`src/rtl/adder_tree_pkg.sv`:
```
// Shared helpers for the pipelined masked adder tree: width arithmetic and
// the layout of the flattened inter-level sum bus.
package adder_tree_pkg;

  function automatic int unsigned clog2(input int unsigned n);
    int unsigned r;
    r = 0;
    for (int unsigned v = 1; v < n; v = v << 1) begin
      r++;
    end
    return r;
  endfunction

  // Width of one partial sum at tree level k (level 0 = raw lanes).
  function automatic int unsigned level_w(input int unsigned data_w, input int unsigned k);
    return data_w + k;
  endfunction

  function automatic bit is_pow2(input int unsigned n);
    return (n != 0) && ((n & (n - 1)) == 0);
  endfunction

  // Start bit of level k inside a bus that packs levels 0..k-1 back to back.
  function automatic int unsigned bus_offset(input int unsigned lanes, input int unsigned data_w,
                                             input int unsigned k);
    int unsigned off;
    off = 0;
    for (int unsigned j = 0; j < k; j++) begin
      off += (lanes >> j) * level_w(data_w, j);
    end
    return off;
  endfunction

endpackage

```
`src/rtl/adder_tree_level.sv`:
```
// One registered tree level: pairwise adds IN_N partial sums into IN_N/2 sums
// one bit wider, carrying valid and accumulate side-band along with the data.
module adder_tree_level #(
  parameter int unsigned IN_N = 8,
  parameter int unsigned IN_W = 4
) (
  input  logic                               clk,
  input  logic                               rst,
  input  logic                               en,
  input  logic                               in_valid,
  input  logic                               in_acc,
  input  logic                               in_last,
  input  logic [IN_N*IN_W-1:0]               in_sum,
  output logic                               out_valid,
  output logic                               out_acc,
  output logic                               out_last,
  output logic [(IN_N/2)*(IN_W+1)-1:0]       out_sum
);

  localparam int unsigned OUT_N = IN_N / 2;
  localparam int unsigned OUT_W = IN_W + 1;

  logic [OUT_N*OUT_W-1:0] sum_d;

  always_comb begin
    sum_d = '0;
    for (int unsigned i = 0; i < OUT_N; i++) begin
      sum_d[i*OUT_W +: OUT_W] = OUT_W'(in_sum[(2*i)*IN_W +: IN_W])
                              + OUT_W'(in_sum[(2*i+1)*IN_W +: IN_W]);
    end
  end

  always_ff @(posedge clk or posedge rst) begin
    if (rst) begin
      out_valid <= 1'b0;
      out_acc   <= 1'b0;
      out_last  <= 1'b0;
      out_sum   <= '0;
    end else if (en) begin
      out_valid <= in_valid;
      out_acc   <= in_acc;
      out_last  <= in_last;
      out_sum   <= sum_d;
    end
  end

endmodule

```
`src/rtl/pipelined_adder_tree.sv`:
```
// Pipelined masked adder tree with valid/ready handshake, global stall and a
// saturating multi-beat accumulator in the final (output) level.
module pipelined_adder_tree
  import adder_tree_pkg::*;
#(
  parameter int unsigned LANES  = 8,
  parameter int unsigned DATA_W = 4,
  parameter int unsigned ACC_W  = 10
) (
  input  logic                    clk,
  input  logic                    rst,
  input  logic                    in_valid,
  output logic                    in_ready,
  input  logic [LANES*DATA_W-1:0] in_data,
  input  logic [LANES-1:0]        in_mask,
  input  logic                    in_acc,
  input  logic                    in_last,
  output logic                    out_valid,
  input  logic                    out_ready,
  output logic [ACC_W-1:0]        out_sum,
  output logic                    out_ovf
);

  localparam int unsigned S       = clog2(LANES);
  localparam int unsigned BUS_W   = bus_offset(LANES, DATA_W, S);
  localparam int unsigned TOP_W   = level_w(DATA_W, S - 1);
  localparam int unsigned TOP_OFF = bus_offset(LANES, DATA_W, S - 1);

  if (!is_pow2(LANES) || LANES < 2 || LANES > 64) begin : gen_bad_lanes
    $error("pipelined_adder_tree: LANES must be a power of two in 2..64");
  end
  if (ACC_W < DATA_W + S) begin : gen_bad_acc_w
    $error("pipelined_adder_tree: ACC_W must be at least DATA_W + clog2(LANES)");
  end

  logic                    en;
  logic [LANES*DATA_W-1:0] masked;
  logic [BUS_W-1:0]        lvl_sum;
  logic [S-1:0]            lvl_valid;
  logic [S-1:0]            lvl_acc;
  logic [S-1:0]            lvl_last;

  assign en       = !(out_valid && !out_ready);
  assign in_ready = en;

  // Gating on in_valid as well keeps undriven data out of the tree.
  always_comb begin
    masked = '0;
    for (int unsigned i = 0; i < LANES; i++) begin
      masked[i*DATA_W +: DATA_W] = (in_valid && in_mask[i]) ? in_data[i*DATA_W +: DATA_W]
                                                            : '0;
    end
  end

  assign lvl_sum[LANES*DATA_W-1:0] = masked;
  assign lvl_valid[0]              = in_valid && in_ready;
  assign lvl_acc[0]                = in_acc;
  assign lvl_last[0]               = in_last;

  for (genvar k = 1; k < S; k++) begin : gen_lvl
    localparam int unsigned IN_N = LANES >> (k - 1);
    localparam int unsigned IN_W = level_w(DATA_W, k - 1);

    adder_tree_level #(
      .IN_N (IN_N),
      .IN_W (IN_W)
    ) u_level (
      .clk       (clk),
      .rst       (rst),
      .en        (en),
      .in_valid  (lvl_valid[k-1]),
      .in_acc    (lvl_acc[k-1]),
      .in_last   (lvl_last[k-1]),
      .in_sum    (lvl_sum[bus_offset(LANES, DATA_W, k - 1) +: IN_N*IN_W]),
      .out_valid (lvl_valid[k]),
      .out_acc   (lvl_acc[k]),
      .out_last  (lvl_last[k]),
      .out_sum   (lvl_sum[bus_offset(LANES, DATA_W, k) +: (IN_N/2)*(IN_W+1)])
    );
  end

  logic [TOP_W:0]   top_sum;
  logic [ACC_W:0]   t_ext;
  logic [ACC_W:0]   r_raw;
  logic [ACC_W-1:0] r_sat;
  logic             r_ovf;
  logic [ACC_W-1:0] acc_q;
  logic             grp_ovf_q;

  assign top_sum = (TOP_W+1)'(lvl_sum[TOP_OFF +: TOP_W])
                 + (TOP_W+1)'(lvl_sum[TOP_OFF+TOP_W +: TOP_W]);
  assign t_ext   = (ACC_W+1)'(top_sum);
  // acc < 2^ACC_W and t < 2^ACC_W, so the carry bit alone flags overflow.
  assign r_raw   = {1'b0, acc_q} + t_ext;
  assign r_ovf   = r_raw[ACC_W];
  assign r_sat   = r_ovf ? '1 : r_raw[ACC_W-1:0];

  always_ff @(posedge clk or posedge rst) begin
    if (rst) begin
      out_valid <= 1'b0;
      out_sum   <= '0;
      out_ovf   <= 1'b0;
      acc_q     <= '0;
      grp_ovf_q <= 1'b0;
    end else if (en) begin
      out_valid <= 1'b0;
      if (lvl_valid[S-1]) begin
        if (!lvl_acc[S-1]) begin
          out_valid <= 1'b1;
          out_sum   <= t_ext[ACC_W-1:0];
          out_ovf   <= 1'b0;
        end else if (lvl_last[S-1]) begin
          out_valid <= 1'b1;
          out_sum   <= r_sat;
          out_ovf   <= grp_ovf_q | r_ovf;
          acc_q     <= '0;
          grp_ovf_q <= 1'b0;
        end else begin
          acc_q     <= r_sat;
          grp_ovf_q <= grp_ovf_q | r_ovf;
        end
      end
    end
  end

endmodule
```
`config.mk`:
```
export PLATFORM = sky130hd
export DESIGN_NAME = pipelined_adder_tree
export DESIGN_NICKNAME = d
export VERILOG_FILES = /design/src/rtl/adder_tree_pkg.sv /design/src/rtl/adder_tree_level.sv /design/src/rtl/pipelined_adder_tree.sv
export SDC_FILE = /design/constraint.sdc
export NUM_CORES = 1
export LEC_CHECK = 0
export ABC_AREA = 1
export ABC_CLOCK_PERIOD_IN_PS = 4000
export BUFFER_PORTS_ARGS = -buffer_cell sky130_fd_sc_hd__buf_4
export CAP_MARGIN = 20
export CORE_MARGIN = 5
export CORE_UTILIZATION = 31
export CTS_CLUSTER_DIAMETER = 40
export DETAILED_ROUTE_END_ITERATION = 7
export PLACE_DENSITY = 0.52
export SYNTH_ARGS = -nofsm -noshare
export SYNTH_HDL_FRONTEND = slang
export SYNTH_HIERARCHICAL = 1
export SYNTH_SLANG_ARGS = --single-unit
```
`constraint.sdc`:
```
create_clock -name clk -period 4 [get_ports clk]
set_input_delay 1.2 -clock clk [delete_from_list [all_inputs] [get_ports clk]]
set_output_delay 1.2 -clock clk [all_outputs]
set_load 0.05 [all_outputs]
```
==> results of run 1 <==
## flip-flops by register name, indices dropped and copies added (netlist names)
register and flops:
gen_lvl.u_level/out_sum 32, acc_q 10, out_ovf 1, gen_lvl.u_level/out_last 2, out_valid 1, gen_lvl.u_level/out_acc 2
gen_lvl.u_level/out_valid 2, grp_ovf_q 1, out_sum 10
## stage by stage
stage               power [mW]  hold WS, ps
global placement         2.872        457.9
finish                   3.785        467.8
floorplan                2.435        442.2
detailed placement       2.891        459.8
global route             4.157        503.5
CTS                      3.820        469.5
## worst max-delay path by stage
stage | from | end | slack [ps] | cells past startpoint
3_5_place_dp | out_ready | in_ready | 1120 | 4
2_1_floorplan | out_ready | in_ready | 1250 | 2
5_1_grt | gen_lvl[2].u_level/out_sum[2] | out_sum[3] | 1060 | 14
6_report | out_ready | in_ready | 1130 | 4
3_3_place_gp | out_ready | in_ready | 1120 | 4
4_1_cts | out_ready | in_ready | 1120 | 4
## routing by layer
| layer | vias up | GRT usage | share of wire |
|---|---|---|---|
| li1 | 2044 | - | - |
| met1 | 1799 | 0.1758 | 0.49 |
| met2 | 72 | 0.2169 | 0.46 |
| met3 | 13 | 0.02169 | 0.035 |
| met4 | 0 | 0.05868 | 0.019 |
| met5 | - | 0 | 0 |
## cells by family after synthesis
group,Yosys count,share of synthesized area
buffers and inverters,115,0.1063
XOR/XNOR,6,0.01178
AND/OR/NAND/NOR,346,0.3325
adder cells (fa/ha/maj),48,0.1481
AO/OA/AOI/OAI,47,0.05892
flip-flops,61,0.3423
## worst reg2reg max path: cells and delay by family, from the launching register on
| family | cells | cell delay (ps) |
|---|---|---|
| AOI/OAI and AO/OA | 3 | 640 |
| DFF | 1 | 380 |
| adders and majority gates | 2 | 670 |
| and+or+nand+nor | 9 | 890 |
## cell usage in the layout, fill, tap and decap left out, types with 2 or more instances in the layout
cell type,netlist,final
sky130_fd_sc_hd__inv_2,7,7
sky130_fd_sc_hd__o21ai_1,7,7
sky130_fd_sc_hd__o211ai_1,2,2
sky130_fd_sc_hd__dfrtp_1,61,61
sky130_fd_sc_hd__nor3b_2,2,2
sky130_fd_sc_hd__inv_1,95,95
sky130_fd_sc_hd__nand2_2,4,4
sky130_fd_sc_hd__buf_4,4,59
sky130_fd_sc_hd__clkbuf_16,0,9
sky130_fd_sc_hd__xor2_1,5,5
sky130_fd_sc_hd__nand3_2,4,4
sky130_fd_sc_hd__o21ai_0,11,11
sky130_fd_sc_hd__nor2_1,61,61
sky130_fd_sc_hd__nand3b_1,3,3
sky130_fd_sc_hd__fa_1,8,8
sky130_fd_sc_hd__clkinv_2,1,2
sky130_fd_sc_hd__nand3_1,45,45
sky130_fd_sc_hd__bufinv_16,0,3
sky130_fd_sc_hd__ha_1,40,40
sky130_fd_sc_hd__or2_1,6,6
sky130_fd_sc_hd__a21oi_1,22,22
sky130_fd_sc_hd__nand2_4,2,2
sky130_fd_sc_hd__nand2_1,211,211
sky130_fd_sc_hd__nand4_1,5,5
sky130_fd_sc_hd__clkbuf_1,2,2
## power breakdown
group / switching [mW] / internal, mW
Sequential: 0.154 / 0.815
Clock: 0.279 / 0.625
Combinational: 1.22 / 0.692
Total: 1.65 / 2.13
## final cells by class
class	instances	share of cell area
multi-input combinational	447	0.4568
sequential	61	0.2836
inverter	103	0.07206
timing repair buffer	59	0.08229
clock inverter	4	0.01767
clock buffer	12	0.04579
tap	180	0.04184
## cells in the mapped netlist (all sizes together), types with 3 or more instances
| library cell | instances |
|---|---|
| a21oi | 22 |
| buf | 10 |
| dfrtp | 61 |
| fa | 8 |
| ha | 40 |
| inv | 102 |
| nand2 | 217 |
| nand3 | 50 |
| nand3b | 3 |
| nand4 | 5 |
| nor2 | 61 |
| o21ai | 19 |
| or2 | 7 |
| xor2 | 5 |
==> summary.md, run 1 <==
| Metric | Value |
|---|---|
| Result of the run | `completed` |
| Critical Path Max Stage Delay | `210 ps` |
| Sequential share of the synthesized area | `0.3423` |
| Maximum number of pins on one net before global-route repair | `36` |
| Routed len/inst | `around 12 microns` |
| Global route overflow | `0` |
| Post-synthesis cell type count | `34` |
| Library cell occupying the most area in the post-synthesis netlist | `sky130_fd_sc_hd__dfrtp_1` |
| Fin Setup TNS | `0 ps` |
| WP data arrival | `roughly 1700 ps` |
| Highest fanout seen on the critical path | `3` |
| Effective utilization at floorplan | `0.3188` |
| Gr usage total | `0.1335` |
| Post-place instance area | `~5000 sq um` |
| Deepest clock path buffer count | `2` |
| Library cell used as clock root buffer | `sky130_fd_sc_hd__clkbuf_16` |
| Post-cts repair resize count | `0` |
| Dominant delay contributor by cell family on the critical path | `buffers and inverters` |
| Beginning of the worst hold path | `gen_lvl[1].u_level/out_acc` |
| Port Buffer Count | `58` |
| Number of pins with negative max-slew slack in the final report | `0` |
| Post-route core utilization | `0.3848` |
| Reg2reg setup slack | `between 1000 and 1500 ps` |
| HPWL after detailed placement | `between 8000 and 9000 microns` |
| Chip width | `129.9 microns` |
| Path type of the worst min-delay path | `reg2reg` |
| ANT nets after route | `0` |
| Post-CTS Setup Bufs | `0` |
| Final routed wirelength across all metal layers | `between 10000 and 15000 microns` |
| RSZ-0062 raised after global routing | `no` |
| Power per unit of standard cell area | `around 700 nW/um^2` |
| Min setup slack post-route | `about 1100 ps` |
| Count of vias placed by the detailed router | `3928` |
| Kind of end point of the critical path | `output pin` |
| Number of synthesized flops with an enable pin | `0` |
| Crit Path Class | `in2out` |
| Instance count after placement with tap cells included | `850` |
| Depth of the worst register-to-register path | `14` |
| Yosys top cell area share | `0.3423` |
| Total number of placement rows | `43` |
| Number of levels the H-tree was split into | `3` |
| CP Data Required Time | `2800 ps` |
| Via density per instance | `~4.5` |
| Cells along the critical path | `buf_4 > inv_2 > nand2_2 > buf_4` |
| Total Die Area | `16880 sq um` |
| Antenna Diode Count | `0` |
| Count of yosys warnings during synthesis | `6` |
| TritonCTS clock tree | `yes` |
| Share of post-route cells with drive strength above 1 | `0.1429` |
| Standard cell with the maximum stage delay on the critical path | `sky130_fd_sc_hd__buf_4` |
| Synthesized instance count | `approximately 620` |
| Gp weighted congestion | `0.7904` |
| Number of buffer and inverter stages on the critical path | `3` |
| Total area of multi-input combinational cells | `2459 sq um` |
| Placeable core region | `around 14000 sq um` |
| Clock buffers created by TritonCTS | `9` |
| Max_cap viols | `0` |
| Minimum clock period after layout | `~2900 ps` |
| Iteration count of the initial detailed-routing pass | `4` |
| Number of antenna violations at the first check in global routing | `0` |
| Layout overhead on the synthesized area | `20.71%` |
| Synth Cell Area | `approximately 4500 sq um` |
| Hold path cells | `2` |
| Via count of the first global-routing pass | `~4000` |
| Critical Path Most Common Cell | `sky130_fd_sc_hd__buf_4` |
| Clock transition at the registers of the reported paths | `about 50 ps` |
| Worst clock skew | `about 11 ps` |
| Height of the die | `129.9 microns` |
| Async set-or-reset flop fraction in the synthesized netlist | `1.000` |
| Top cells by area in the synthesized netlist | `sky130_fd_sc_hd__dfrtp_1, sky130_fd_sc_hd__nand2_1, sky130_fd_sc_hd__ha_1, sky130_fd_sc_hd__inv_1, sky130_fd_sc_hd__nor2_1` |
| Num ports | `between 50 and 60` |
| Worst reg2reg startpoint | `gen_lvl[2].u_level/out_sum[2]` |
| Filler cell count in the final layout | `around 1500` |
| Final cell area excluding filler cells | `approximately 5400 sq um` |
| Number of DRC violations after detailed routing | `0` |
| Critical Path Start Type | `primary input` |
| FF/Latch Area | `between 1500 and 2000 sq um` |
| Number of nets in the finished design | `just under 800` |
| Total of flip-flops plus latches after synthesis | `between 60 and 70` |
| IR drop worst, VDD | `around 240 uV` |
| Slew @ Worst Pin | `around 910 ps` |
| Number of DRC violations after detailed-routing iteration 0 | `approximately 200` |
| Number of hold violations in the final report | `0` |
| Primary flip-flop cell chosen by synthesis mapping | `sky130_fd_sc_hd__dfrtp_1` |
| Worst slack after detailed placement | `~1100 ps` |
| Syn nets | `between 700 and 800` |
| Synthesized area per cell | `a little over 7 sq um` |
| Reg-to-reg endpoint | `out_sum[0]` |
| Final cell count without fillers | `approximately 870` |
| Crit share post-route | `0.7164` |
| Post-CTS Hold Fix Bufs | `0` |
| Slew margin rel. | `0.3934` |
| Leakage power total | `around 3.1 nW` |
| Hold endpoint | `gen_lvl[2].u_level/out_acc` |
| First-pass GRT wire length | `between 15000 and 20000 microns` |
| Clock latency of the later-clocked register in the worst-skew pair | `~330 ps` |
| # clock sinks | `61` |
| Total of endpoints with negative setup slack in the final report | `0` |
| Maximum frequency from static timing analysis | `about 350 MHz` |
Power figures use the tool's default switching activity.
==> inputs of run 2 (changes only) <==
--- a/config.mk
+++ b/config.mk
@@ -6,7 +6,7 @@
 export NUM_CORES = 1
 export LEC_CHECK = 0
 export ABC_AREA = 1
-export ABC_CLOCK_PERIOD_IN_PS = 4000
+export ABC_CLOCK_PERIOD_IN_PS = 3000
 export BUFFER_PORTS_ARGS = -buffer_cell sky130_fd_sc_hd__buf_4
 export CAP_MARGIN = 20
 export CORE_MARGIN = 5
==> constraint.sdc (replaced) <==
create_clock -name clk -period 3 [get_ports clk]
set_input_delay 0.9 -clock clk [delete_from_list [all_inputs] [get_ports clk]]
set_output_delay 0.9 -clock clk [all_outputs]
set_load 0.05 [all_outputs]
==> run 2 against run 1 <==
Sequential power rose by 33%. Cell area rose by 0.63%. Clock power rose by 28%. Largest power group unchanged. Global-route usage fell by 0.78 points. Register-to-register slack got worse by 1000 ps. Clock skew fell by 2.4 ps. Combinational power rose by 32%. First-iteration DRC count fell by 11%. Critical path depth rose by 10. Flip-flop and latch count did not move. Wire length fell by 5.1%. Largest cell class unchanged. Cell count rose by 0.35%.
==> summary.md, run 2 (synthesis results as in run 1) <==
| Metric | Value |
|---|---|
| Post-cts repair resize count | `0` |
| Reg-to-reg endpoint | `out_sum[3]` |
| Proportion of power drawn by the clock network | `0.233` |
| Reg2reg setup slack | `about 320 ps` |
| Chip width | `approximately 130 microns` |
| Library cell used as clock root buffer | `sky130_fd_sc_hd__clkbuf_16` |
| Highest fanout seen on the critical path | `12` |
| Clock buffers created by TritonCTS | `9` |
| Number of hold violations in the final report | `0` |
| Leading cell types in the layout, fill and taps excluded | `sky130_fd_sc_hd__nand2_1, sky130_fd_sc_hd__inv_1, sky130_fd_sc_hd__nor2_1, sky130_fd_sc_hd__dfrtp_1, sky130_fd_sc_hd__buf_4` |
| Total of endpoints with negative setup slack in the final report | `0` |
| Register ranked first by flip-flop count | `gen_lvl.u_level/out_sum` |
| WP data arrival | `2890 ps` |
| Routed len/inst | `11.30 microns` |
| Iteration count of the initial detailed-routing pass | `5` |
| IR drop worst, VDD | `roughly 340 uV` |
| Logic pwr share | `0.508` |
| Layout overhead on the synthesized area | `21.46%` |
| Antenna Diode Count | `0` |
| RSZ-0062 raised after global routing | `no` |
| Post-place instance area | `5056 sq um` |
| Number of cells on the critical path | `14` |
| Cells along the critical path | `ha_1 > a21oi_1 > or2_1 > nand4_1 > and2_1 > ha_1 > nand2_1 > nand2_1 > a21boi_2 > nand2_4 > nand2_4 > nand2_1 > o21ai_1 > nand2_1` |
| Largest register FFs | `32` |
| Fin Setup TNS | `0 ps` |
| Leakage power total | `between 3 and 4 nW` |
| Largest registers | `gen_lvl.u_level/out_sum: 32 flops, acc_q: 10 flops, out_sum: 10 flops` |
| Share of post-route cells with drive strength above 1 | `0.1495` |
| Deepest clock path buffer count | `2` |
| Slew margin rel. | `0.4133` |
| Pwr Total | `just under 5 mW` |
| Number of pins with negative max-slew slack in the final report | `0` |
| Effective utilization at floorplan | `0.3188` |
| Final routed wirelength across all metal layers | `just under 10000 microns` |
| Gp weighted congestion | `approximately 0.8` |
| Total number of placement rows | `43` |
| Total Die Area | `about 17000 sq um` |
| Critical Path Sink | `out_sum[3]` |
| Number of levels the H-tree was split into | `3` |
| ANT nets after route | `0` |
| Worst reg2reg startpoint | `gen_lvl[2].u_level/out_sum[2]` |
| Num ports | `between 50 and 60` |
| Gr usage total | `0.1257` |
| Clock transition at the registers of the reported paths | `around 60 ps` |
| Crit share post-route | `0.8930` |
| Crit path from | `gen_lvl[2].u_level/out_sum[2]` |
| Critical Path Max Stage Delay | `around 380 ps` |
| Power per unit of standard cell area | `approximately 900 nW/um^2` |
| Worst clock skew | `8.206 ps` |
| Psw | `approximately 2.2 mW` |
| Height of the die | `~130 microns` |
| HPWL after detailed placement | `7715 microns` |
| Final Hold Slack | `469.2 ps` |
| Post-CTS Setup Bufs | `0` |
| Global route overflow | `0` |
| Max_cap viols | `0` |
| # clock sinks | `61` |
| Clock latency of the later-clocked register in the worst-skew pair | `between 300 and 400 ps` |
| Count of vias placed by the detailed router | `3798` |
| Maximum number of pins on one net before global-route repair | `31` |
| Final cell area excluding filler cells | `between 5000 and 6000 sq um` |
| Kind of end point of the critical path | `flip-flop` |
| Critical Path Most Common Cell | `sky130_fd_sc_hd__nand2_1` |
| Result of the run | `completed` |
| Post-CTS Hold Fix Bufs | `0` |
| Via count of the first global-routing pass | `between 3000 and 4000` |
| Via density per instance | `around 4.4` |
| Number of DRC violations after detailed-routing iteration 0 | `between 150 and 200` |
| Placeable core region | `13990 sq um` |
| Number of DRC violations after detailed routing | `0` |
| Critical Path Start Type | `flip-flop` |
| Filler cell count in the final layout | `approximately 1400` |
| Instance count after placement with tap cells included | `about 850` |
| First-pass GRT wire length | `about 17000 microns` |
| Maximum frequency from static timing analysis | `373.3 MHz` |
| Minimum clock period after layout | `about 2700 ps` |
| Sequential share of power | `0.259` |
| Final cell count without fillers | `just under 900` |
| Crit Path Class | `reg2reg` |
| CP Data Required Time | `~3200 ps` |
| Number of buffer and inverter stages on the critical path | `0` |
| Slew @ Worst Pin | `~880 ps` |
| Fraction of power spent switching nets | `0.4417` |
| Internal power | `approximately 2.8 mW` |
| Path type of the worst min-delay path | `in2async` |
| Number of antenna violations at the first check in global routing | `0` |
| Dominant delay contributor by cell family on the critical path | `simple AND/OR/NAND/NOR gates` |
| Number of nets in the finished design | `just under 800` |
| Depth of the worst register-to-register path | `14` |
| Commonest non-fill, non-tap cell in the layout | `sky130_fd_sc_hd__nand2_1` |
| Port Buffer Count | `58` |
| Standard cell with the maximum stage delay on the critical path | `sky130_fd_sc_hd__dfrtp_1` |
| TritonCTS clock tree | `yes` |
## run 2: power groups by stage
stage                     sequential, mW  clock [mW]  combinational (mW)
after global routing                1.32        1.22                2.90
after floorplan                     1.44           0                1.81
after global placement              1.30           0                2.52
after CTS                           1.30        1.18                2.54
after detailed placement            1.31           0                2.52
final                               1.29        1.16                2.53
## run 2: area by class of cell
type                       instances  area (sq um)  area share
clock buffer                      10         239.0     0.04412
clock inverter                     6         93.84     0.01733
inverter                         103         387.9     0.07161
multi-input combinational        447          2459      0.4539
sequential                        61          1526      0.2818
tap                              180         225.2     0.04158
timing repair buffer              62         485.5     0.08963
## run 2: metrics by stage
step           setup slack (ps)    util
2_1_floorplan             532.3       -
3_3_place_gp              399.7  0.3614
3_5_place_dp              324.2  0.3614
4_1_cts                   314.0  0.3852
5_1_grt                   35.68  0.3872
6_report                  321.0  0.3872
## run 2: per-layer routing
| metal | track usage | wire length [microns] | vias to the layer above |
|---|---|---|---|
| li1 | - | - | 2058 |
| met1 | 0.1736 | 4981 | 1678 |
| met2 | 0.1959 | 4330 | 54 |
| met3 | 0.02579 | 316 | 8 |
| met4 | 0.04401 | 195 | 0 |
| met5 | 0 | 0 | - |
## run 2: worst min path at each step
stage | slack (ps) | to | startpoint
floorplan | 440 | gen_lvl[1].u_level/out_acc | gen_lvl[1].u_level/out_acc
global placement | 460 | gen_lvl[2].u_level/out_last | gen_lvl[2].u_level/out_last
detailed placement | 460 | gen_lvl[1].u_level/out_acc | gen_lvl[1].u_level/out_acc
CTS | 470 | gen_lvl[2].u_level/out_acc | gen_lvl[1].u_level/out_acc
global route | 460 | out_sum[0] | rst
finish | 470 | out_sum[0] | rst
## run 2: worst reg2reg max path, delay by kind of cell (launching register included)
kind,cells,cell delay [ps]
simple gates,9,980
fa+ha+maj,2,670
compound gates,3,530
flops,1,380
